<file path="config.mk">
export PLATFORM = sky130hd
export DESIGN_NAME = reset_sequencer
export DESIGN_NICKNAME = d
export VERILOG_FILES = /design/src/rtl/rst_seq_pkg.sv /design/src/rtl/reset_sync.sv /design/src/rtl/reset_sequencer.sv
export SDC_FILE = /design/constraint.sdc
export NUM_CORES = 1
export LEC_CHECK = 0
export ABC_AREA = 1
export CAP_MARGIN = 10
export CORE_MARGIN = 2
export CORE_UTILIZATION = 35
export DETAILED_ROUTE_END_ITERATION = 10
export SLEW_MARGIN = 25
export SYNTH_ARGS = -nofsm -noshare
export SYNTH_HDL_FRONTEND = slang
export SYNTH_HIERARCHICAL = 1
export SYNTH_SLANG_ARGS = --single-unit
</file>
<file path="constraint.sdc">
create_clock -name Clock -period 1 [get_ports Clock]
set_input_delay 0.15 -clock Clock [delete_from_list [all_inputs] [get_ports Clock]]
set_output_delay 0.15 -clock Clock [all_outputs]
set_load 0.03 [all_outputs]
</file>
<file path="src/rtl/rst_seq_pkg.sv">
// rst_seq_pkg: shared FSM encoding and sizing helpers
// for the reset sequencer.
package rst_seq_pkg;

  typedef enum logic [2:0] {
    HOLD     = 3'd0,
    RELEASE  = 3'd1,
    WAIT_RDY = 3'd2,
    GAP      = 3'd3,
    DONE     = 3'd4,
    FAULT    = 3'd5
  } state_e;

  function automatic int cnt_width(
    input int hold,
    input int gap,
    input int tmo
  );
    int m;
    m = hold;
    if (gap > m) m = gap;
    if (tmo > m) m = tmo;
    return $clog2(m + 1);
  endfunction

  function automatic int idx_width(input int n);
    return (n > 1) ? $clog2(n) : 1;
  endfunction

endpackage

</file>
<file path="src/rtl/reset_sync.sv">
// reset_sync: 2-flop synchroniser, asynchronous assert
// and synchronous deassert of an active-low reset.
module reset_sync (
  input  logic clk_i,
  input  logic rst_ni,
  output logic rst_no
);

  logic [1:0] sync_q;

  always_ff @(posedge clk_i or negedge rst_ni) begin
    if (!rst_ni) begin
      sync_q <= 2'b00;
    end else begin
      sync_q <= {sync_q[0], 1'b1};
    end
  end

  assign rst_no = sync_q[1];

endmodule

</file>
<file path="src/rtl/reset_sequencer.sv">
// reset_sequencer: releases per-subsystem resets in order, waiting for each
// stage's ready acknowledge with a timeout; reports completion or the failing stage.
module reset_sequencer
  import rst_seq_pkg::*;
#(
  parameter int STAGES    = 4,
  parameter int HOLD_CYC  = 1024,
  parameter int STAGE_GAP = 256,
  parameter int TIMEOUT   = 65535,
  parameter int SW        = idx_width(STAGES)
) (
  input  logic              Clock,
  input  logic              Reset_n,
  input  logic              ResetReq,
  input  logic [STAGES-1:0] StageReady,
  output logic [STAGES-1:0] StageReset,
  output logic              AllReady,
  output logic              Busy,
  output logic              Fault,
  output logic [SW-1:0]     FaultStage
);

  localparam int CW = cnt_width(HOLD_CYC, STAGE_GAP, TIMEOUT);

  localparam logic [CW-1:0] HOLD_END = CW'(HOLD_CYC - 1);
  localparam logic [CW-1:0] GAP_END  = CW'(STAGE_GAP - 1);
  localparam logic [CW-1:0] TMO_END  = CW'(TIMEOUT);
  localparam logic [SW-1:0] LAST     = SW'(STAGES - 1);

  logic rst_s_n;

  reset_sync u_rst_sync (
    .clk_i  (Clock),
    .rst_ni (Reset_n),
    .rst_no (rst_s_n)
  );

  state_e            state_q;
  logic [SW-1:0]     idx_q;
  logic [CW-1:0]     cnt_q;
  logic [STAGES-1:0] stage_rst_q;
  logic              all_rdy_q;
  logic              busy_q;
  logic              fault_q;
  logic [SW-1:0]     fstage_q;

  logic              drop_any;
  logic [SW-1:0]     drop_idx;

  // Scanning downward leaves the lowest dropped index.
  always_comb begin
    drop_any = 1'b0;
    drop_idx = '0;
    for (int i = STAGES - 1; i >= 0; i--) begin
      if (!StageReady[i]) begin
        drop_any = 1'b1;
        drop_idx = SW'(i);
      end
    end
  end

  always_ff @(posedge Clock or negedge rst_s_n) begin
    if (!rst_s_n) begin
      state_q     <= HOLD;
      idx_q       <= '0;
      cnt_q       <= '0;
      stage_rst_q <= '1;
      all_rdy_q   <= 1'b0;
      busy_q      <= 1'b1;
      fault_q     <= 1'b0;
      fstage_q    <= '0;
    end else if (ResetReq) begin
      state_q     <= HOLD;
      idx_q       <= '0;
      cnt_q       <= '0;
      stage_rst_q <= '1;
      all_rdy_q   <= 1'b0;
      busy_q      <= 1'b1;
      fault_q     <= 1'b0;
      fstage_q    <= '0;
    end else begin
      unique case (state_q)
        HOLD: begin
          if (cnt_q == HOLD_END) begin
            cnt_q   <= '0;
            state_q <= RELEASE;
          end else begin
            cnt_q <= cnt_q + CW'(1);
          end
        end
        RELEASE: begin
          stage_rst_q[idx_q] <= 1'b0;
          cnt_q              <= '0;
          state_q            <= WAIT_RDY;
        end
        WAIT_RDY: begin
          if (StageReady[idx_q]) begin
            cnt_q   <= '0;
            state_q <= GAP;
          end else if (cnt_q == TMO_END) begin
            state_q  <= FAULT;
            busy_q   <= 1'b0;
            fault_q  <= 1'b1;
            fstage_q <= idx_q;
          end else begin
            cnt_q <= cnt_q + CW'(1);
          end
        end
        GAP: begin
          if (cnt_q == GAP_END) begin
            cnt_q <= '0;
            if (idx_q == LAST) begin
              state_q   <= DONE;
              busy_q    <= 1'b0;
              all_rdy_q <= 1'b1;
            end else begin
              idx_q   <= idx_q + SW'(1);
              state_q <= RELEASE;
            end
          end else begin
            cnt_q <= cnt_q + CW'(1);
          end
        end
        DONE: begin
          if (drop_any) begin
            state_q   <= FAULT;
            all_rdy_q <= 1'b0;
            fault_q   <= 1'b1;
            fstage_q  <= drop_idx;
          end
        end
        FAULT: begin
          state_q <= FAULT;
        end
        default: begin
          state_q <= HOLD;
        end
      endcase
    end
  end

  assign StageReset = stage_rst_q;
  assign AllReady   = all_rdy_q;
  assign Busy       = busy_q;
  assign Fault      = fault_q;
  assign FaultStage = fstage_q;

endmodule

</file>
==> results of run 1 <==
==> kinds of logic (layout without fill, tap and decap cells) <==
kind of cell | Yosys count | count (layout) | share of synthesized area [%]
AO/OA/AOI/OAI | 24 | 24 | 5.92
XOR/XNOR | 2 | 2 | 0.805
adder cells (fa/ha/maj) | 5 | 5 | 2.87
buffers and inverters | 52 | 162 | 9.37
flip-flops | 32 | 32 | 37.1
other | 1 | 1 | 0.172
AND/OR/NAND/NOR | 205 | 205 | 43.8
==> stage by stage <==
step	setup WS, ps	instance area (sq um)	std cells
3_5_place_dp	-727	2970	480
2_1_floorplan	-557	2220	321
6_report	-667	3400	506
4_1_cts	-622	3260	495
5_1_grt	-781	3400	506
3_3_place_gp	-696	2970	480
==> area by class of cell <==
class / instances / area, sq um / area share, %
Tap cell: 75 / 93.8 / 2.76
Clock inverter: 1 / 5.00 / 0.147
Multi-Input combinational cell: 237 / 1330 / 39.1
Sequential cell: 32 / 811 / 23.8
Clock buffer: 7 / 76.3 / 2.24
Timing Repair Buffer: 106 / 901 / 26.5
Inverter: 48 / 185 / 5.44
==> timing repair <==
item,CTS,global route
endpoints found under the setup margin,38,37
gates resized for setup,32,21
setup buffers,9,12
pin swaps,16,14
==> where the power goes <==
part / switching [uW] / internal [uW] / leakage (uW) / total (uW)
Combinational: 1370 / 1250 / 0.00121 / 2620
Clock: 494 / 488 / 0.0000422 / 982
Sequential: 174 / 1510 / 0.000412 / 1680
==> path summary, 6_finish.rpt <==
path / endpoint / from / cells past startpoint
max in group asynchronous: StageReset[3] / u_rst_sync/sync_q[1] / 1
min in group Clock: u_rst_sync/sync_q[1] / u_rst_sync/sync_q[0] / 0
worst min-delay path: u_rst_sync/sync_q[1] / Reset_n / 1
worst min register to register: cnt_q[5] / u_rst_sync/sync_q[1] / 1
worst max register to register: FaultStage[1] / cnt_q[1] / 10
worst max-delay path: FaultStage[1] / cnt_q[1] / 10
==> sequential cells by signal, summed over array words and instances (netlist names) <==
register / cells
StageReset: 4
Busy: 1
u_rst_sync/sync_q: 2
FaultStage: 2
cnt_q: 16
AllReady: 1
Fault: 1
state_q: 3
idx_q: 2
==> routing by layer <==
| metal | vias up | track usage (%) | part of all wire, % |
|---|---|---|---|
| li1 | 1235 | - | - |
| met1 | 1085 | 25.1 | 48 |
| met2 | 29 | 29.8 | 48 |
| met3 | 7 | 3.28 | 2.4 |
| met5 | - | 0 | 0 |
| met4 | 0 | 6.71 | 1.4 |
==> layout by cell type, fill, tap and decap left out, drive strengths merged <==
| master | count |
|---|---|
| buf | 100 |
| nor2 | 45 |
| a31oi | 3 |
| o21bai | 1 |
| clkinv | 2 |
| nand3b | 1 |
| o21ai | 17 |
| nand4 | 12 |
| dfrtp | 27 |
| o31ai | 1 |
| conb | 1 |
| clkdlybuf4s50 | 6 |
| clkbuf | 7 |
| nand3 | 33 |
| xor2 | 2 |
| dfstp | 5 |
| inv | 47 |
| nand2 | 102 |
| a21oi | 2 |
| and2 | 1 |
| nor3 | 11 |
| ha | 5 |
==> metrics.yaml, run 1 <==
timing:
  rsz0062_at_grt: "yes"
  skew_ps: 6.76
  timing.hold.ws_ps: 21.6
  fin_tns_setup_ps: -16490
  hold_viol: 0
  worst_slack_ps: -667
  setup_viol: 35
  drv_slew: 0
  max_freq_ghz: 0.600
  period_needed_ps: 1670
  post-route-period-util_pct: 167
die:
  die_y_microns: 82.9
  die_w_microns: 82.9
  core_sq_um: 5960
  start_util_pct: 36.6
  ios: 16
  row_count: 28
  die-area_sq_um: 6870
worst_setup_path:
  r2r_slack_ps: -670
  crit_slowest_cell: "dfrtp_1"
  cp.buffers_inverters: 1
  critPathMaxFanout: 6
  cp-start-kind: "flip-flop"
  critPathCaptureType: "flip-flop"
  arrival_ps: 1840
  crit_type: "reg -> reg"
  cp_top_family: "simple AND/OR/NAND/NOR gates"
  critical_path.max_stage_delay_ps: 400
  path_cells: "ha_4, inv_4, nor2_4, nand2_2, nor2_4, nor2_2, nand2_1, nand4_1, nand2_1, o21ai_1"
  cp.required_ps: 1170
synth:
  async_reset_ff_share_pct: 100
  synth_top_area_share_pct: 31.0
  synthCells: 321
  syn_nets: 333
  syn-cell-area_sq_um: 2180
  ys_seq_area_share_pct: 37.1
  ys_warn_count: 6
  ys_ff_latch: 32
  synth_commonest_cells: "nand2_1 (96), inv_1 (41), nor2_1 (35), nand3_1 (31), dfrtp_1 (27)"
  synth.most_common_cell: "nand2_1"
  synth_edf_count: 0
  synth.top_cells.by_area: "dfrtp_1 (31%), nand2_1 (17%), nand3_1 (7.1%), inv_1 (7.1%), dfstp_2 (6.0%)"
  avgSynthCellArea_sq_um: 6.78
  synthFlopType: "dfrtp_1"
  yosys.area.top_type: "dfrtp_1"
  yosysUniqueCellTypes: 32
placed_design:
  portBuffers: 15
  gp_congestion: 0.890
  dp_hpwl_microns: 4460
routing:
  post_drt_wl_per_cell_microns: 12.0
  drt_iter0_markers: 181
  routed_wl_microns: 6080
  first_pass_iters: 4
  ant_nets: 0
  dr_total_vias: 2356
  viasPerCell: 4.66
  remaining_drc_errors: 0
grt:
  grt_pass1_vias: 2356
  grt_max_degree: 18
  grt_pass1_wl_microns: 10500
  antenna_found_initial: 0
  grt_remaining_overflow: 0
  track_usage_pct: 18.6
clock_network:
  cts_max_level: 2
  root_buffer: "clkbuf_8"
  cts_max_path_buffers: 2
  hold_buffers: 0
  cts.sinks: 32
  cts_buffers: 5
  path_clk_slew_ps: 70
  cts_tree: "done"
  worstSkewPairLatency_ps: 290
job:
  drv_cap: 0
cells_and_area:
  areaGrowthSynthToFinish_pct: 56.3
  fin_util_pct: 57.1
  nets: 442
  diodes: 0
  fill_cells: 565
  final_layout_size_suffix_gt1_share_pct: 39.4
power:
  power_density_nw_per_um2: 1550
  total_power_uw: 5280
  max-vdd-ir-drop_mv: 0.883
  p_leak_uw: 0.00166
hold_path:
  hold_path.class: "in -> async"
outcome:
  status: "finished with violations"
  violations: "setup timing"
Power figures use the tool's default switching activity.
==> run 2, diff against run 1 <==
--- a/config.mk
+++ b/config.mk
@@ -8,8 +8,9 @@
 export ABC_AREA = 1
 export CAP_MARGIN = 10
 export CORE_MARGIN = 2
-export CORE_UTILIZATION = 35
+export CORE_UTILIZATION = 50
 export DETAILED_ROUTE_END_ITERATION = 10
+export PLACE_DENSITY = 0.72
 export SLEW_MARGIN = 25
 export SYNTH_ARGS = -nofsm -noshare
 export SYNTH_HDL_FRONTEND = slang
==> run 2 against run 1 <==
- the run still ends with setup timing left
- non-clock buffer count increased by 3
- design area increased by 1.4%
- clock-buffer cell count decreased by 1
- sequential cell count unchanged
- maximum frequency decreased by 7.5%
- sequential power about the same
- die area decreased by 29%
- sequential share of layout area decreased by 0.39 points
- wire length increased by 27%
- setup slack got worse by 140 ps
==> metrics.yaml, run 2 (same netlist as run 1, synthesis figures left out) <==
timing:
  drv_slew: 0
  post-route-period-util_pct: 180
  rsz0062_at_grt: "yes"
  hold_viol: 0
  period_needed_ps: 1800
  max_freq_ghz: 0.555
  skew_ps: 10.3
  setup_viol: 35
  worst_slack_ps: -803
  timing.hold.ws_ps: 19.2
worst_setup_path:
  arrival_ps: 2020
  crit_type: "reg -> reg"
  cp.required_ps: 1210
  cp-start-kind: "flip-flop"
  critPathCaptureType: "flip-flop"
  r2r_cells: 12
  critPathMaxFanout: 9
placed_design:
  dpl_cell_area_sq_um: 2990
  dp_hpwl_microns: 4420
  portBuffers: 15
  gp_congestion: 0.892
clock_network:
  root_buffer: "clkbuf_8"
  cts_max_level: 2
  cts_buffers: 5
  cts_tree: "done"
  hold_buffers: 0
  path_clk_slew_ps: 70
  cts.sinks: 32
  worstSkewPairLatency_ps: 290
  cts_max_path_buffers: 2
cells_and_area:
  nets: 445
  final_common_cell: "nand2_1"
  diodes: 0
  largest-register: "cnt_q"
  fin_area_sq_um: 3450
  areaGrowthSynthToFinish_pct: 58.4
  largest_register_ffs: 16
  final_layout_size_suffix_gt1_share_pct: 41.9
  fin_util_pct: 84.4
  fill_cells: 233
  layout_common_cells: "nand2_1 (85), buf_4 (84), inv_1 (39), dfrtp_1 (26), nand3_1 (26)"
job:
  drv_cap: 0
routing:
  remaining_drc_errors: 0
  drt_iter0_markers: 269
  viasPerCell: 5.65
  post_drt_wl_per_cell_microns: 16.0
  ant_nets: 0
  dr_total_vias: 2734
  routed_wl_microns: 7750
  first_pass_iters: 7
die:
  ios: 16
  die-area_sq_um: 4900
  die_y_microns: 70.0
  row_count: 23
  core_sq_um: 4090
  die_w_microns: 70.0
  start_util_pct: 53.3
power:
  total_power_uw: 5640
  max-vdd-ir-drop_mv: 1.23
  power_density_nw_per_um2: 1640
  p_leak_uw: 0.00169
grt:
  grt_remaining_overflow: 0
  grt_max_degree: 17
  antenna_found_initial: 0
  grt_pass1_vias: 2377
  grt_pass1_wl_microns: 10400
  track_usage_pct: 26.4
outcome:
  violations: "setup timing"
  status: "finished with violations"
hold_path:
  hold_path.class: "in -> async"
-- run 2: per-layer routing --
layer	share of wire, %	track usage, %	vias up	wire length [microns]
met3	8.2	5.92	63	636
li1	-	-	1241	-
met2	47	45.1	178	3640
met4	6.0	9.19	0	468
met1	39	32.9	1252	3000
met5	0	0	-	0
-- run 2: final timing paths --
kind,startpoint,end,slack [ps]
max in group asynchronous,u_rst_sync/sync_q[1],StageReset[3],520
max reg2reg,cnt_q[1],cnt_q[8],-800
max,cnt_q[1],cnt_q[8],-800
min,Reset_n,u_rst_sync/sync_q[0],20
min reg2reg,u_rst_sync/sync_q[1],cnt_q[8],200
min in group Clock,u_rst_sync/sync_q[0],u_rst_sync/sync_q[1],380
-- run 2: worst max-delay path: stages (launching register included) --
cell     delay (ps)
dfrtp_1         390
ha_4            180
inv_4            40
nor2_4          130
nand2_2         100
nor2_4          180
nand2_2          90
nor2_4          120
nor2_4           60
buf_12          140
nand2_8          90
nand2_1          60
nor2_1          140
-- run 2: what timing repair did --
item                                   4_1_cts  5_1_grt
resized for setup                           31       37
setup buffers                                5       12
pin swaps                                   11       14
endpoints found under the hold margin        0        0
setup endpoints to repair                   35       39
-- run 2: power by group --
group | switching, uW | internal, uW
registers | 166 | 1510
clock network | 500 | 549
logic | 1570 | 1350
total | 2240 | 3400
-- run 2: layout make-up --
class                           count  area (sq um)  area share [%]
Tap cell                           50          62.6            1.81
Sequential cell                    32           808            23.4
Inverter                           48           185            5.37
Clock buffer                        6          82.6            2.39
Multi-Input combinational cell    237          1390            40.2
Clock inverter                      2          10.0           0.290
Timing Repair Buffer              109           913            26.5
-- run 2: metrics by stage --
| stage | std cells | setup TNS [ps] | worst slack (ps) |
|---|---|---|---|
| 3_5_place_dp | 461 | -18540 | -731 |
| 4_1_cts | 474 | -16080 | -610 |
| 3_3_place_gp | 461 | -17370 | -667 |
| 2_1_floorplan | 321 | -12470 | -557 |
| 6_report | 484 | -19430 | -803 |
| 5_1_grt | 484 | -21750 | -863 |
